### src/rtl/truth_table_checker_pkg.sv
// Shared types for the truth-table checker: FSM state encoding and counter sizing.
// Imported by the top and by the settle counter.
package truth_table_checker_pkg;

  typedef enum logic [1:0] {
    TTC_IDLE   = 2'd0,
    TTC_SETTLE = 2'd1,
    TTC_SAMPLE = 2'd2,
    TTC_DONE   = 2'd3
  } ttc_state_t;

  // Counter must be able to hold SETTLE_CYC itself, never narrower than one bit.
  function automatic int ttc_cnt_width(input int settle_cyc);
    int w;
    w = $clog2(settle_cyc + 1);
    return (w < 1) ? 1 : w;
  endfunction

endpackage

### src/rtl/truth_table_checker_settle_counter.sv
// Settle-time counter for the truth-table checker: counts hold cycles of one vector
// and flags the last one (cnt == SETTLE_CYC-1).
module truth_table_checker_settle_counter
  import truth_table_checker_pkg::*;
#(
  parameter int SETTLE_CYC = 2
) (
  input  logic clk,
  input  logic rst_n,
  input  logic clear,
  input  logic enable,
  output logic tc
);

  localparam int CW = ttc_cnt_width(SETTLE_CYC);
  localparam logic [CW-1:0] TC_VAL  = CW'(SETTLE_CYC - 1);
  localparam logic [CW-1:0] CNT_MAX = CW'(SETTLE_CYC);

  logic [CW-1:0] cnt;

  // Counting stops at SETTLE_CYC so a stalled enable can never wrap back onto TC_VAL.
  always_ff @(posedge clk or negedge rst_n) begin
    if (!rst_n) begin
      cnt <= '0;
    end else if (clear) begin
      cnt <= '0;
    end else if (enable && (cnt != CNT_MAX)) begin
      cnt <= cnt + CW'(1);
    end
  end

  assign tc = (cnt == TC_VAL);

endmodule

### config.mk
export PLATFORM = sky130hd
export DESIGN_NAME = truth_table_checker_settle_counter
export DESIGN_NICKNAME = d
export VERILOG_FILES = /design/src/rtl/truth_table_checker_pkg.sv /design/src/rtl/truth_table_checker_settle_counter.sv
export SDC_FILE = /design/constraint.sdc
export NUM_CORES = 1
export LEC_CHECK = 0
export CAP_MARGIN = 10
export CORE_AREA = 5 5 42 44
export CTS_CLUSTER_SIZE = 14
export DETAILED_ROUTE_END_ITERATION = 10
export DIE_AREA = 0 0 47 49
export GPL_ROUTABILITY_DRIVEN = 0
export PLACE_DENSITY = 0.37
export SLEW_MARGIN = 20
export SYNTH_ARGS = -nofsm -noshare
export SYNTH_HDL_FRONTEND = slang
export SYNTH_SLANG_ARGS = --single-unit
### constraint.sdc
create_clock -name clk -period 2.1 [get_ports clk]
set_clock_uncertainty 0.2 [all_clocks]
set_input_delay 0.315 -clock clk [delete_from_list [all_inputs] [get_ports clk]]
set_output_delay 0.315 -clock clk [all_outputs]
set_load 0.05 [all_outputs]
==> results.md <==
- By area the synthesized netlist is led by sky130_fd_sc_hd__dfrtp_1 (38%), sky130_fd_sc_hd__ha_1 (19%), sky130_fd_sc_hd__mux2_2 (8.7%), sky130_fd_sc_hd__or4b_1 (7.7%), sky130_fd_sc_hd__and2b_2 (6.7%).
- In this run the cell area of the synthesized design comes to 130 um2.
- In this run, CTS created clock tree buffers numbering 3.
- Broken down by cell family, the worst path's largest delay share belongs to simple AND/OR/NAND/NOR gates.
- After detailed routing, the number of remaining DRC violations is 0.
- The launching element type of the critical path is a register.
- The sink count of the clock tree is 2.
- The HPWL after detailed placement is 202 um.
- The final cycle utilization of the critical path is 74.1%.
- Across every metal layer, demand over resource in global routing totals 3.52%.
- In the final routed layout, each cell accounts on average for 7.74 um.
- The number of top-level pins is 5.
- The number of flip-flops under the largest register name is 2.
- The max-capacitance violation count is 0.
- Power spread over the standard cell area amounts to between 800 and 900 nW/um2.
- Dividing the detail-routed via count by the number of cells gives just over 3.
- The total area inside the core boundary comes to 1400 um2.
- The count of nets after finishing is 27.
- The number of rows in the core area is 14.
- On the worst path, the slowest cell contributes a delay of 470 ps.
- The register clock-pin slew on the reported worst setup and hold paths is 30 ps.
- The later pin in the worst-skew pair is clocked with a latency of 230 ps.
- The minimum clock period is 1560 ps.
- The cell at the root of the clock tree is sky130_fd_sc_hd__clkbuf_4.
- The number of gates given a new drive strength after cts is 0.
- The largest area contributor in the netlist is sky130_fd_sc_hd__dfrtp_1.
- CTS built an H-tree with a depth of 1.
- The post-route netlist has 31.6% of its cells at a drive strength greater than 1.
- The largest registers in the layout are cnt: 2 flops.
- The worst setup path is captured at a register.
- The critical path goes through inv_1 > ha_1 > or4b_1 > o31ai_1.
- The largest net degree at the start of global routing is 5.
- The initial antenna violation count is 0.
- The number of global-route vias before repair was ~120.
- The static leakage is 0.0951 nW.
- The path class of the lowest-slack min-delay path is primary input to async pin.
- Overall power consumption after layout is estimated at 169 uW.
- Once the clock tree was built, the setup fixing pass inserted 0 buffers.
- Setup total negative slack on the finished layout was measured at 0 ps.
- Summing the sequential cell areas from Yosys gives 38.5% of the chip area.
- The number of hold violations in the final report is 0.
- The worst IR drop on VDD is 117 uV.
- Setup repair after global routing left no endpoint under its margin.
- The number of flip-flops and latches in the synthesized netlist is 2.
- The initial standard-cell utilization of the core is 9.29%.
- The biggest fanout along the worst timing path is 4.
- For this run, the top clock speed supported by timing is 643 MHz.
- Data on the critical path arrives at its endpoint at between 1000 and 1500 ps.
- The largest buffer count on any clock path is 2.
- The run finished with clean final reports.
- For this design, the slowest cell found on the critical path is sky130_fd_sc_hd__or4b_1.
- The sum of overflow across all layers after global routing is 0.
- The starting DRC count in detailed routing is 0.
- For this block, the via count after detailed routing is 107.
- In this run the remaining antenna-violating nets after routing total 0.
- Summed over its instances, the top area cell type makes up 38.5% of the synthesized netlist area.
- The slew at the pin closest to its max-slew limit is 186 ps.
- The number of optimization iterations in the first detailed-route pass is 1.
- Dividing the synthesized area by the synthesized cell count gives approximately 11 um2.
- The worst-case headroom to the max-slew limit is 87.5%.
- The number of max-slew violations in the final report came to 0.
- The wire length of the first global-routing pass is 448 um.
- Data on the critical path is required at its endpoint by 2030 ps.
- Setup violations remaining at the end of the flow were counted as 0.
- The total detailed-routing wirelength is between 200 and 300 um.
- The final antenna diode count is 0.
- The critical path is of the register to register type.
- For this run, the number of Yosys warnings is 0.
- TritonCTS built the clock tree.
- The count of buffer and inverter cells on the critical path is 1.
- The number of nets handed over by synthesis was 18.
- The die is 49 um tall.
- In this run, post-CTS hold repair placed 0 buffers.
- The register with the most flip-flops in the final layout is cnt.
- Buffers placed on the I/O ports in this run total 4.
- The floorplan step defined a die boundary enclosing between 2000 and 2500 um2.
- The floorplan step set the die width to 47 um.
- The cell count after synthesis is 12.
- Yosys mapped the design onto 9 distinct sky130hd cell types.
- The area added between synthesis and finish is 61.5%.
==> worst register-to-register path, cell delays in order, from the launching register on <==
cell and delay [ps]:
sky130_fd_sc_hd__dfrtp_1 380, sky130_fd_sc_hd__inv_1 60, sky130_fd_sc_hd__ha_1 270, sky130_fd_sc_hd__or4b_1 470, sky130_fd_sc_hd__o31ai_1 80
==> where the power goes <==
group          internal [mW]  switching [mW]
Combinational         0.0167          0.0190
Clock                 0.0632          0.0237
Sequential            0.0431         0.00357
==> kinds of logic (layout without fill, tap and decap cells) <==
group / Yosys count / after routing / share of synthesized area (%)
mux: 1 / 1 / 8.65
compound gates: 1 / 1 / 5.77
simple gates: 4 / 4 / 22.1
fa+ha+maj: 2 / 2 / 19.2
buf+inv: 2 / 9 / 5.77
flops: 2 / 2 / 38.5
==> layout make-up <==
cell class                 instances  area, um2
timing repair buffer               4       37.5
sequential                         2       50.0
tap                               16       20.0
inverter                           2       7.51
clock buffer                       3       22.5
fill                             158       1190
multi-input combinational          8       72.6
==> per-layer routing <==
layer  GRT usage, %  part of all wire [%]  vias to the layer above
li1               -                     -                       55
met1           3.52                    44                       41
met2           2.94                    28                        7
met3           3.32                    20                        4
met4           5.53                   7.4                        0
met5              0                     0                        -
==> cell usage after synthesis <==
cell type                 instances
sky130_fd_sc_hd__dfrtp_1          2
sky130_fd_sc_hd__ha_1             2
sky130_fd_sc_hd__inv_1            2
sky130_fd_sc_hd__and2b_2          1
sky130_fd_sc_hd__mux2_2           1
sky130_fd_sc_hd__nor2_1           1
sky130_fd_sc_hd__nor2b_1          1
sky130_fd_sc_hd__o31ai_1          1
sky130_fd_sc_hd__or4b_1           1
==> layout by cell type (no fill, tap or decap), drive strengths merged <==
cell,count
and2b,1
buf,1
clkbuf,3
clkdlybuf4s50,3
dfrtp,2
ha,2
inv,2
mux2,1
nor2,1
nor2b,1
o31ai,1
or4b,1
==> path summary, 6_finish.rpt <==
kind                       startpoint  endpoint  slack [ps]  depth (start not counted)
max                            cnt[0]    cnt[1]         540                          4
max reg2reg                    cnt[0]    cnt[1]         540                          4
min                             rst_n    cnt[0]          50                          1
min reg2reg                    cnt[1]    cnt[1]         380                          2
max in group asynchronous       rst_n    cnt[1]        1530                          1
min in group clk               cnt[1]    cnt[1]         380                          2
==> metrics by stage <==
step	hold WS (ps)	utilization, %	instance area [um2]	instances	setup WS (ps)
after floorplan	-181	-	130	12	622
after CTS	46.1	15.0	210	35	539
after global placement	290	13.4	188	32	451
after detailed placement	290	13.4	188	32	415
final	51.5	15.0	210	35	544
after global routing	51.6	15.0	210	35	452
Power figures use the tool's default switching activity.
